<file path="config.mk">
export PLATFORM = sky130hd
export DESIGN_NAME = crc_sig_harness
export DESIGN_NICKNAME = d
export VERILOG_FILES = /design/src/rtl/crc_sig_pkg.sv /design/src/rtl/crc_sig_reg.sv /design/src/rtl/crc_sig_harness.sv
export SDC_FILE = /design/constraint.sdc
export NUM_CORES = 1
export LEC_CHECK = 0
export CAP_MARGIN = 10
export CORE_MARGIN = 4
export CORE_UTILIZATION = 43
export DETAILED_ROUTE_END_ITERATION = 8
export GPL_TIMING_DRIVEN = 0
export PLACE_DENSITY_LB_ADDON = 0.15
export SYNTH_ARGS = -nofsm -noshare
export SYNTH_HDL_FRONTEND = slang
export SYNTH_SLANG_ARGS = --single-unit
</file>
<file path="constraint.sdc">
create_clock -name clk -period 4 [get_ports clk]
set_input_delay 0.6 -clock clk [delete_from_list [all_inputs] [get_ports clk]]
set_output_delay 0.6 -clock clk [all_outputs]
set_load 0.02 [all_outputs]
</file>
<file path="src/rtl/crc_sig_pkg.sv">
// Shared types and step functions for the crc/signature harness.
// The step functions take a 64-bit form plus the live width; bits above the width are masked off.
package crc_sig_pkg;

  typedef enum logic [2:0] {
    IDLE,
    SETUP,
    WARMUP,
    ACCUM,
    CHECK,
    DONE
  } state_e;

  localparam logic [63:0] DEFAULT_SEED = 64'h5aef0c8d_d70a4497;

  // Shift left by one, feeding back x[w-1]^x[2]^x[0] into bit 0.
  function automatic logic [63:0] lfsr_step(input logic [63:0] x, input int w);
    logic [63:0] mask;
    logic [5:0]  msb;
    // w==64 shifts the one out entirely, so the subtraction wraps to all ones.
    mask = (64'd1 << w) - 64'd1;
    msb  = 6'(w - 1);
    return ((x << 1) & mask) | {63'd0, x[msb] ^ x[2] ^ x[0]};
  endfunction

  function automatic logic [63:0] sig_step(input logic [63:0] s, input logic [63:0] r,
                                           input int w);
    return r ^ lfsr_step(s, w);
  endfunction

endpackage

</file>
<file path="src/rtl/crc_sig_reg.sv">
// WIDTH-bit register that loads, clears, or takes one signature step per enabled cycle.
// With xor_in tied to zero the signature step degenerates to a plain LFSR step.
module crc_sig_reg
  import crc_sig_pkg::*;
#(
  parameter int WIDTH = 64
) (
  input  logic             clk,
  input  logic             rst,
  input  logic             load,
  input  logic [WIDTH-1:0] load_val,
  input  logic             clr,
  input  logic             en,
  input  logic [WIDTH-1:0] xor_in,
  output logic [WIDTH-1:0] q
);

  always_ff @(posedge clk) begin
    if (rst) begin
      q <= '0;
    end else if (load) begin
      q <= load_val;
    end else if (clr) begin
      q <= '0;
    end else if (en) begin
      q <= WIDTH'(sig_step(64'(q), 64'(xor_in), WIDTH));
    end
  end

endmodule

</file>
<file path="src/rtl/crc_sig_harness.sv">
// Drives an LFSR stimulus into a block under test, folds its results into a signature,
// and checks both against expected values at a fixed cycle.
module crc_sig_harness
  import crc_sig_pkg::*;
#(
  parameter int          WIDTH      = 64,
  parameter logic [63:0] SEED       = DEFAULT_SEED,
  parameter int          WARMUP_CYC = 10,
  parameter int          FINAL_CYC  = 99,
  parameter logic [63:0] EXP_CRC    = 64'hc77bb9b3_784ea091,
  parameter logic [63:0] EXP_SUM    = 64'h0
) (
  input  logic             clk,
  input  logic             rst,
  input  logic             start,
  input  logic [WIDTH-1:0] result_i,
  input  logic             result_vld_i,
  output logic [WIDTH-1:0] crc_o,
  output logic [WIDTH-1:0] sum_o,
  output logic [31:0]      cyc_o,
  output logic             busy_o,
  output logic             done_o,
  output logic             pass_o,
  output state_e           state_o
);

  localparam logic [WIDTH-1:0] SEED_W     = SEED[WIDTH-1:0];
  localparam logic [WIDTH-1:0] EXP_CRC_W  = EXP_CRC[WIDTH-1:0];
  localparam logic [WIDTH-1:0] EXP_SUM_W  = EXP_SUM[WIDTH-1:0];
  localparam logic [31:0]      WARM_LAST  = 32'(WARMUP_CYC - 1);
  localparam logic [31:0]      FINAL_LAST = 32'(FINAL_CYC - 1);

  state_e state;

  // Handshake: start is a single-cycle request honoured only in IDLE/DONE; result_vld_i
  // qualifies result_i in the same cycle and the harness never applies backpressure.
  logic crc_load, crc_en, sum_load, sum_clr, sum_en;

  assign crc_load = (state == SETUP);
  assign crc_en   = (state == WARMUP) || (state == ACCUM);
  assign sum_load = (state == SETUP);
  assign sum_clr  = (state == WARMUP);
  assign sum_en   = (state == ACCUM) && result_vld_i;

  crc_sig_reg #(.WIDTH(WIDTH)) u_crc (
    .clk      (clk),
    .rst      (rst),
    .load     (crc_load),
    .load_val (SEED_W),
    .clr      (1'b0),
    .en       (crc_en),
    .xor_in   ('0),
    .q        (crc_o)
  );

  crc_sig_reg #(.WIDTH(WIDTH)) u_sum (
    .clk      (clk),
    .rst      (rst),
    .load     (sum_load),
    .load_val ('0),
    .clr      (sum_clr),
    .en       (sum_en),
    .xor_in   (result_i),
    .q        (sum_o)
  );

  always_ff @(posedge clk) begin
    if (rst) begin
      state  <= IDLE;
      cyc_o  <= '0;
      done_o <= 1'b0;
      pass_o <= 1'b0;
    end else begin
      case (state)
        IDLE: begin
          if (start) begin
            state <= SETUP;
            cyc_o <= '0;
          end
        end
        SETUP: begin
          cyc_o <= 32'd1;
          state <= (WARMUP_CYC <= 1) ? ACCUM : WARMUP;
        end
        WARMUP: begin
          cyc_o <= cyc_o + 32'd1;
          if (cyc_o == WARM_LAST) state <= ACCUM;
        end
        ACCUM: begin
          cyc_o <= cyc_o + 32'd1;
          if (cyc_o == FINAL_LAST) state <= CHECK;
        end
        CHECK: begin
          pass_o <= (crc_o == EXP_CRC_W) && (sum_o == EXP_SUM_W);
          done_o <= 1'b1;
          state  <= DONE;
        end
        DONE: begin
          if (start) begin
            state  <= SETUP;
            cyc_o  <= '0;
            done_o <= 1'b0;
            pass_o <= 1'b0;
          end
        end
        default: state <= IDLE;
      endcase
    end
  end

  assign busy_o  = (state == SETUP) || (state == WARMUP) || (state == ACCUM) || (state == CHECK);
  assign state_o = state;

endmodule

</file>
==> flow_metrics.env, run 1 <==
export IMPL_fmax_mhz=353
export IMPL_ant_nets=0
export IMPL_drive_gt1_frac=0.0421
export IMPL_routed_via_density=5.37
export IMPL_io_buffers=233
export IMPL_post_route_drc_count=0
export IMPL_reg2reg_slack_ns=1.51
export IMPL_run_status="finished, final reports clean"
export IMPL_clk_pin_slew_worst_paths_ns=0.07
export IMPL_r2r_end="u_sum.q[45]"
export IMPL_ys_ff_latch=165
export IMPL_antenna_found_initial=1
export IMPL_post_route_worst_setup_slack_ns=1.16
export IMPL_postPlaceCellArea_um2=9800
export IMPL_placed_cells=1305
export IMPL_avgSynthCellArea_um2=8.44
export IMPL_instances_no_fill=1337
export IMPL_cpPeakStageDelay_ns=0.65
export IMPL_clockRootBuffer="clkbuf_16"
export IMPL_critPathCaptureType="output pin"
export IMPL_tightest_slew_ns=0.961
export IMPL_hp_start="u_crc.q[57]"
export IMPL_io_pins=234
export IMPL_wirelength_um=23400
export IMPL_n_antenna_cell=0
export IMPL_utilization=0.630
export IMPL_p_leak_nw=3.35
export IMPL_power_density_nw_per_um2=414
export IMPL_area_delta_synth_final_pct=44.2
export IMPL_period_share=0.709
export IMPL_grt_usage=0.247
export IMPL_final_common_cell="clkdlybuf4s50_1"
export IMPL_grt_pass1_vias=6677
export IMPL_globalplace_congestion=0.837
export IMPL_async_reset_ff_frac=0
export IMPL_min_path_type="register to register"
export IMPL_vias=7185
export IMPL_die_area_um2=18900
export IMPL_clock_latency_ns=0.43
export IMPL_tns_ns=0
export IMPL_finalHoldViolCount=0
export IMPL_crit_required_ns=3.40
export IMPL_cp_arrival_ns=2.24
export IMPL_final_cell_mix="233 x clkdlybuf4s50_1, 165 x dfxtp_1, 155 x nor2_1"
export IMPL_fill_cells=1459
export IMPL_synth_main_ff_cell="dfxtp_1"
export IMPL_timing_rr_start="state_o[0]"
export IMPL_crit_chain="clkbuf_1 -> nor2_1 -> xnor2_1 -> clkdlybuf4s50_1"
export IMPL_dieWidth_um=137
export IMPL_wl_per_cell_um=17.5
export IMPL_hold_end="u_crc.q[58]"
export IMPL_dp_slack_ns=1.17
export IMPL_max_cap_viol_count=0
export IMPL_initial_core_util=0.437
export IMPL_cp_start_kind="register"
export IMPL_worstPathMaxFanout=10
export IMPL_holdBufCountCts=0
export IMPL_synth_edf_count=0
export IMPL_core_um2=16500
export IMPL_synthDistinctLibCells=46
export IMPL_cts_resized_gates=0
export IMPL_slowest_stage="clkdlybuf4s50_1"
export IMPL_grt_overflow_total=0
export IMPL_nets=1175
export IMPL_post_cts_buffers=0
export IMPL_num_rows=47
export IMPL_synthCells=852
export IMPL_period_needed_ns=2.84
export IMPL_drtIter0Drc=437
export IMPL_cts_buffers=17
export IMPL_cts_buffer_depth=2
export IMPL_cts_sinks=165
export IMPL_path_class="register to output pin"
export IMPL_irDropWorstVdd_uv=320
export IMPL_synth_nets=923
export IMPL_setup_viol_count_final=0
export IMPL_multiInputGateArea_um2=3630
export IMPL_first_pass_iters=5
export IMPL_yosys_warnings=0
export IMPL_reg2reg_depth=7
export IMPL_clock_skew_ns=0.00644
export IMPL_fin_hold_ws_ns=0.485
export IMPL_regArea_um2=3300
export IMPL_synth_area_um2=7190
export IMPL_rsz0062_at_grt="no"
export IMPL_grt_start_max_net_pins=17
export IMPL_grt_pass1_wl_um=36400
export IMPL_cts_tree="built"
export IMPL_fp_dieH_um=137
export IMPL_power_total_mw=4.29
export IMPL_yosysSeqAreaShare=0.459
export IMPL_fin_area_um2=10400
export IMPL_hold_depth=2
export IMPL_htreeDepth=4
export IMPL_dp_hpwl_um=17600
export IMPL_drv_slew=0
export IMPL_relSlewSlack=0.353
-- logic make-up (layout without fill, tap and decap cells) --
group	after synthesis	after routing	share of synthesized area
adders and majority gates	3	3	0.00522
buffers and inverters	63	328	0.0357
AOI/OAI and AO/OA	158	158	0.145
and+or+nand+nor	375	375	0.248
xor gates and xnor gates	88	88	0.107
DFF	165	165	0.459
-- routing by layer --
layer | part of all wire | global-route usage
met2 | 0.44 | 0.374
met4 | 0.025 | 0.0898
met5 | 0.00047 | 0
met3 | 0.072 | 0.0614
met1 | 0.46 | 0.342
-- worst max path at each step --
stage,from,end,cells after the start
after floorplan,state_o[0],u_sum.q[43],7
after global placement,start,cyc_o[30],7
after detailed placement,start,cyc_o[30],7
after CTS,state_o[1],busy_o,4
after global routing,state_o[1],busy_o,4
final,state_o[1],busy_o,4
-- cells in the mapped netlist, types with 5 or more instances --
cell type | instances | share of area
dfxtp_1 | 165 | 0.46
a21oi_1 | 53 | 0.037
nor4_1 | 24 | 0.021
nor4b_1 | 6 | 0.0073
nor2_1 | 155 | 0.081
buf_1 | 9 | 0.0047
and4b_1 | 5 | 0.0070
inv_1 | 8 | 0.0042
a211oi_1 | 69 | 0.072
nor3_1 | 34 | 0.024
xnor2_1 | 84 | 0.10
buf_2 | 10 | 0.0070
nand2_1 | 83 | 0.043
clkbuf_1 | 34 | 0.018
nand4_1 | 15 | 0.013
o21ai_0 | 12 | 0.0083
a2111oi_0 | 8 | 0.0097
nand3_1 | 16 | 0.011
or3_1 | 9 | 0.0078
-- worst max-delay path, delay by kind of cell (launching register included) --
| family | cells | cell delay [ns] |
|---|---|---|
| xor+xnor | 1 | 0.21 |
| simple gates | 1 | 0.17 |
| buf+inv | 2 | 1.02 |
| flops | 1 | 0.42 |
-- cell type report --
| cell class | count | share of cell area |
|---|---|---|
| Inverter | 9 | 0.00326 |
| Tap cell | 220 | 0.0265 |
| Multi-Input combinational cell | 624 | 0.350 |
| Clock buffer | 17 | 0.0410 |
| Buffer | 54 | 0.0215 |
| Timing Repair Buffer | 233 | 0.225 |
| Clock inverter | 15 | 0.0139 |
| Sequential cell | 165 | 0.318 |
-- power by group --
| part | internal (mW) | switching, mW |
|---|---|---|
| sequential | 1.74 | 0.109 |
| clock | 0.871 | 0.722 |
| combinational | 0.369 | 0.485 |
| total | 2.98 | 1.32 |
-- flip-flops by register name (all words and copies together), names as in the netlist --
name and flops:
u_crc.q 64, done_o 1, cyc_o 32, u_sum.q 64, state_o 3, pass_o 1
No activity file was read; power rests on OpenSTA's default activity.
==> inputs of run 2 (changes only) <==
- CORE_UTILIZATION: 43 -> 42
- clock period: 4 -> 2.5 ns (I/O delays scaled with it)
==> run 2 against run 1 <==
First-iteration DRC count fell by 0.69%. Sequential power is 60% higher. Worst setup slack got worse by 1.0 ns. Flip-flop and latch count unchanged. Critical endpoint unchanged. Final cell count decreased by 0.22%. Clock skew is 0.0014 ns higher. Die area is 2.2% higher. Register-to-register slack worse by 1.3 ns. Wire length fell by 0.75%. Combinational power is 59% higher. Largest cell class unchanged. Via count is 1.3% lower.
==> flow_metrics.env, run 2 (same netlist as run 1, synthesis figures left out) <==
export IMPL_reg2reg_slack_ns=0.21
export IMPL_max_cap_viol_count=0
export IMPL_tns_ns=0
export IMPL_min_path_type="register to register"
export IMPL_crit_chain="clkbuf_2 -> nor2_2 -> xnor2_1 -> clkdlybuf4s50_1"
export IMPL_vias=7093
export IMPL_setup_viol_count_final=0
export IMPL_dp_slack_ns=-0.0953
export IMPL_clk_pin_slew_worst_paths_ns=0.06
export IMPL_cts_sinks=165
export IMPL_fp_dieH_um=139
export IMPL_post_route_worst_setup_slack_ns=0.134
export IMPL_core_um2=16700
export IMPL_crit_required_ns=2.12
export IMPL_critPathCaptureType="output pin"
export IMPL_p_sw_mw=1.98
export IMPL_tightest_slew_ns=0.973
export IMPL_p_sw_frac=0.290
export IMPL_cp_start_kind="register"
export IMPL_post_route_drc_count=0
export IMPL_fin_hold_ws_ns=0.478
export IMPL_clockRootBuffer="clkbuf_16"
export IMPL_holdBufCountCts=0
export IMPL_rsz0062_at_grt="no"
export IMPL_cts_buffer_depth=2
export IMPL_fin_area_um2=10400
export IMPL_regArea_um2=3300
export IMPL_drtIter0Drc=434
export IMPL_p_leak_nw=3.37
export IMPL_period_share=0.946
export IMPL_grt_start_max_net_pins=17
export IMPL_io_buffers=233
export IMPL_slowest_stage="clkdlybuf4s50_1"
export IMPL_cp_arrival_ns=1.99
export IMPL_clock_skew_ns=0.00785
export IMPL_grt_usage=0.234
export IMPL_reg_top3="u_crc.q x64, u_sum.q x64, cyc_o x32"
export IMPL_irDropWorstVdd_uv=494
export IMPL_cts_tree="built"
export IMPL_routed_via_density=5.32
export IMPL_post_cts_buffers=0
export IMPL_globalplace_congestion=0.852
export IMPL_clock_latency_ns=0.42
export IMPL_crit_family="buffers and inverters"
export IMPL_multiInputGateArea_um2=3640
export IMPL_p_int_mw=4.86
export IMPL_p_clk_frac=0.369
export IMPL_placed_cells=1305
export IMPL_dp_hpwl_um=17500
export IMPL_finalHoldViolCount=0
export IMPL_path_buf_inv=2
export IMPL_first_pass_iters=5
export IMPL_initial_core_util=0.431
export IMPL_die_area_um2=19300
export IMPL_drive_gt1_frac=0.0422
export IMPL_n_antenna_cell=0
export IMPL_cts_buffers=17
export IMPL_instances_no_fill=1334
export IMPL_final_cell_mix="233 x clkdlybuf4s50_1, 165 x dfxtp_1, 154 x nor2_1"
export IMPL_htreeDepth=4
export IMPL_final_common_cell="clkdlybuf4s50_1"
export IMPL_period_needed_ns=2.37
export IMPL_power_total_mw=6.84
export IMPL_area_delta_synth_final_pct=44.1
export IMPL_worstPathMaxFanout=10
export IMPL_postPlaceCellArea_um2=9800
export IMPL_ant_nets=0
export IMPL_antenna_found_initial=0
export IMPL_path_class="register to output pin"
export IMPL_power_frac_comb=0.198
export IMPL_wirelength_um=23300
export IMPL_power_density_nw_per_um2=660
export IMPL_relSlewSlack=0.345
export IMPL_run_status="finished, final reports clean"
export IMPL_num_rows=47
export IMPL_fill_cells=1530
export IMPL_wl_per_cell_um=17.4
export IMPL_drv_slew=0
export IMPL_io_pins=234
export IMPL_power_frac_seq=0.433
export IMPL_fmax_mhz=423
export IMPL_nets=1174
export IMPL_grt_pass1_wl_um=36800
export IMPL_cpPeakStageDelay_ns=0.64
export IMPL_dieWidth_um=139
export IMPL_utilization=0.621
export IMPL_grt_pass1_vias=6687
export IMPL_grt_overflow_total=0
run 2: path summary, 6_finish.rpt:
kind	startpoint	endpoint	cells past startpoint
setup / recovery	state_o[1]	busy_o	4
hold / removal	pass_o	pass_o	2
setup reg to reg	state_o[0]	u_sum.q[44]	6
hold reg to reg	pass_o	pass_o	2
run 2: what timing repair did:
item,4_1_cts,5_1_grt
gates resized for setup,1,1
setup endpoints to repair,1,11
pin swaps,0,0
run 2: final cells by class:
cell class / count / area share
clock inverter: 8 / 0.00700
tap: 220 / 0.0265
inverter: 9 / 0.00326
sequential: 165 / 0.319
buffer: 53 / 0.0212
multi-input combinational: 624 / 0.351
timing repair buffer: 233 / 0.225
clock buffer: 22 / 0.0477
run 2: layer usage:
layer | GRT usage | up-vias | wire (µm)
met1 | 0.325 | 3355 | 10700
met3 | 0.0576 | 23 | 1460
met5 | 0 | - | 0
li1 | - | 3495 | -
met4 | 0.0572 | 0 | 302
met2 | 0.368 | 220 | 10800
run 2: power by group through the flow:
stage	registers [mW]	logic, mW	clock network (mW)
2_1_floorplan	3.15	0.578	0
3_3_place_gp	3.01	1.35	0
3_5_place_dp	3.01	1.36	0
4_1_cts	2.96	1.37	2.58
5_1_grt	2.98	1.47	2.68
6_report	2.96	1.36	2.52
run 2: worst reg2reg max path, delay by kind of cell, from the launching register on:
| family | cells | cell delay (ns) |
|---|---|---|
| buffers and inverters | 3 | 0.90 |
| AND/OR/NAND/NOR | 2 | 0.80 |
| AO/OA/AOI/OAI | 1 | 0.14 |
| flip-flops | 1 | 0.32 |
==> inputs of run 3 (changes only) <==
- CORE_UTILIZATION: 42 -> 43
- CTS_BUF_LIST: not set -> sky130_fd_sc_hd__clkbuf_4
==> run 3 against run 2 <==
Core utilization is 0.88 points lower. Hold slack worse by 0.043 ns. Clock skew rose by 0.011 ns. Critical endpoint is now pass_o. Largest cell class unchanged. Sequential share of layout area is 0.92 points higher. Largest power group unchanged. Maximum frequency increased by 3.5%. Non-clock buffer count did not move. Power fell by 14%. Register-to-register slack barely moved. Wire length shrank 0.15%.
==> flow_metrics.env, run 3 (same netlist as run 1, synthesis figures left out) <==
export IMPL_die_area_um2=18900
export IMPL_power_total_mw=5.87
export IMPL_cp_arrival_ns=2.80
export IMPL_initial_core_util=0.437
export IMPL_r2r_end="pass_o"
export IMPL_crit_family="simple AND/OR/NAND/NOR gates"
export IMPL_tns_ns=0
export IMPL_nets=1174
export IMPL_max_cap_viol_count=0
export IMPL_hold_depth=3
export IMPL_grt_pass1_vias=6626
export IMPL_cts_sinks=165
export IMPL_fmax_mhz=438
export IMPL_drive_gt1_frac=0.0448
export IMPL_wl_per_cell_um=17.4
export IMPL_tightest_slew_ns=0.900
export IMPL_wirelength_um=23200
export IMPL_hold_end="u_sum.q[22]"
export IMPL_holdBufCountCts=0
export IMPL_hp_start="result_i[22]"
export IMPL_clk_pin_slew_worst_paths_ns=0.15
export IMPL_timing_critical_path_mode_cell="nor4_1"
export IMPL_min_path_type="input port to register"
export IMPL_worstPathMaxFanout=4
export IMPL_routed_via_density=5.33
export IMPL_globalplace_congestion=0.837
export IMPL_relSlewSlack=0.394
export IMPL_crit_required_ns=3.02
export IMPL_run_status="finished, final reports clean"
export IMPL_fill_cells=1497
export IMPL_first_pass_iters=5
export IMPL_final_common_cell="clkdlybuf4s50_1"
export IMPL_reg2reg_slack_ns=0.21
export IMPL_period_share=0.914
export IMPL_clock_skew_ns=0.0188
export IMPL_cp_start_kind="register"
export IMPL_reg_top3="u_crc.q x64, u_sum.q x64, cyc_o x32"
export IMPL_final_cell_mix="232 x clkdlybuf4s50_1, 165 x dfxtp_1, 154 x nor2_1"
export IMPL_p_leak_nw=3.23
export IMPL_grt_start_max_net_pins=17
export IMPL_htreeDepth=4
export IMPL_clockRootBuffer="clkbuf_4"
export IMPL_reg2reg_depth=5
export IMPL_num_rows=47
export IMPL_finalHoldViolCount=0
export IMPL_vias=7129
export IMPL_io_pins=234
export IMPL_critPathCaptureType="register"
export IMPL_antenna_found_initial=2
export IMPL_setup_viol_count_final=0
export IMPL_io_buffers=233
export IMPL_fp_dieH_um=137
export IMPL_ant_nets=0
export IMPL_post_route_drc_count=0
export IMPL_cts_tree="built"
export IMPL_drv_slew=0
export IMPL_drtIter0Drc=495
export IMPL_path_class="register to register"
export IMPL_core_um2=16500
export IMPL_rsz0062_at_grt="no"
export IMPL_power_density_nw_per_um2=582
export IMPL_grt_overflow_total=0
export IMPL_grt_pass1_wl_um=36000
export IMPL_dieWidth_um=137
export IMPL_period_needed_ns=2.29
export IMPL_clock_latency_ns=0.58
export IMPL_cts_buffer_depth=2
export IMPL_grt_usage=0.243
export IMPL_crit_chain="nor4_1 -> nand4_1 -> nor4_1 -> nand3_1 -> nand2_1"
export IMPL_slowest_stage="nor4_1"
export IMPL_timing_rr_start="u_sum.q[50]"
export IMPL_path_buf_inv=0
export IMPL_irDropWorstVdd_uv=419
export IMPL_cpPeakStageDelay_ns=0.80
export IMPL_cts_buffers=17
export IMPL_area_delta_synth_final_pct=40.1
export IMPL_dp_hpwl_um=17600
[run 3: cell types whose count changed in the layout (fill, tap and decap cells not counted), sizes merged]
cell / change
clkdlybuf4s50: -1
diode: +2
dlygate4sd2: +1
clkbuf: -5
clkinv: -2
clkinvlp: +3
inv: +6
[run 3: timing repair]
action,in CTS,in global routing
setup buffers,0,0
setup endpoints to repair,5,10
gates resized for setup,3,1
[run 3: final cells by class]
cell class	instances	area, µm²	area share
multi-input cells	624	3640	0.361
flip-flops and latches	165	3300	0.328
repair buffers	233	2330	0.231
well taps	220	275	0.0273
plain buffers	53	220	0.0218
clock inverters	15	144	0.0143
clock buffers	17	128	0.0127
inverters	9	33.8	0.00335
diodes	2	5.00	0.000497
[run 3: power by group]
part / leakage [nW] / switching (mW) / internal, mW / total (mW)
sequential: 1.34 / 0.176 / 2.78 / 2.95
clock: 0.142 / 1.03 / 0.517 / 1.55
combinational: 1.74 / 0.776 / 0.588 / 1.36
total: 3.23 / 1.99 / 3.88 / 5.87
[run 3: layer usage]
layer / global-route usage / part of all wire / vias up
met5: 0 / 0.00065 / -
met4: 0.0809 / 0.021 / 2
met3: 0.0588 / 0.070 / 33
met2: 0.370 / 0.44 / 242
met1: 0.339 / 0.46 / 3350
li1: - / - / 3502
[run 3: through the flow]
stage	instance area (µm²)	hold WS [ns]	cells	utilization	worst slack [ns]
after detailed placement	9800	0.476	1305	0.595	-0.109
after global routing	10100	0.415	1338	0.612	0.0177
after CTS	10100	0.393	1336	0.612	0.130
after global placement	9800	0.474	1305	0.595	-0.0816
final	10100	0.435	1338	0.612	0.214
after floorplan	7190	0.544	852	-	0.527
[run 3: worst max path at each step]
stage	start	to	slack, ns	cells past startpoint
after floorplan	state_o[0]	u_sum.q[43]	0.53	7
after global placement	start	cyc_o[30]	-0.08	7
after detailed placement	start	cyc_o[30]	-0.11	7
after CTS	state_o[0]	u_sum.q[51]	0.13	6
after global routing	u_sum.q[51]	pass_o	0.02	5
final	u_sum.q[50]	pass_o	0.21	5
[run 3: worst min-delay path, cell delays in order]
cell	delay (ns)
clkdlybuf4s50_1	0.41
xnor2_1	0.13
a211oi_1	0.06
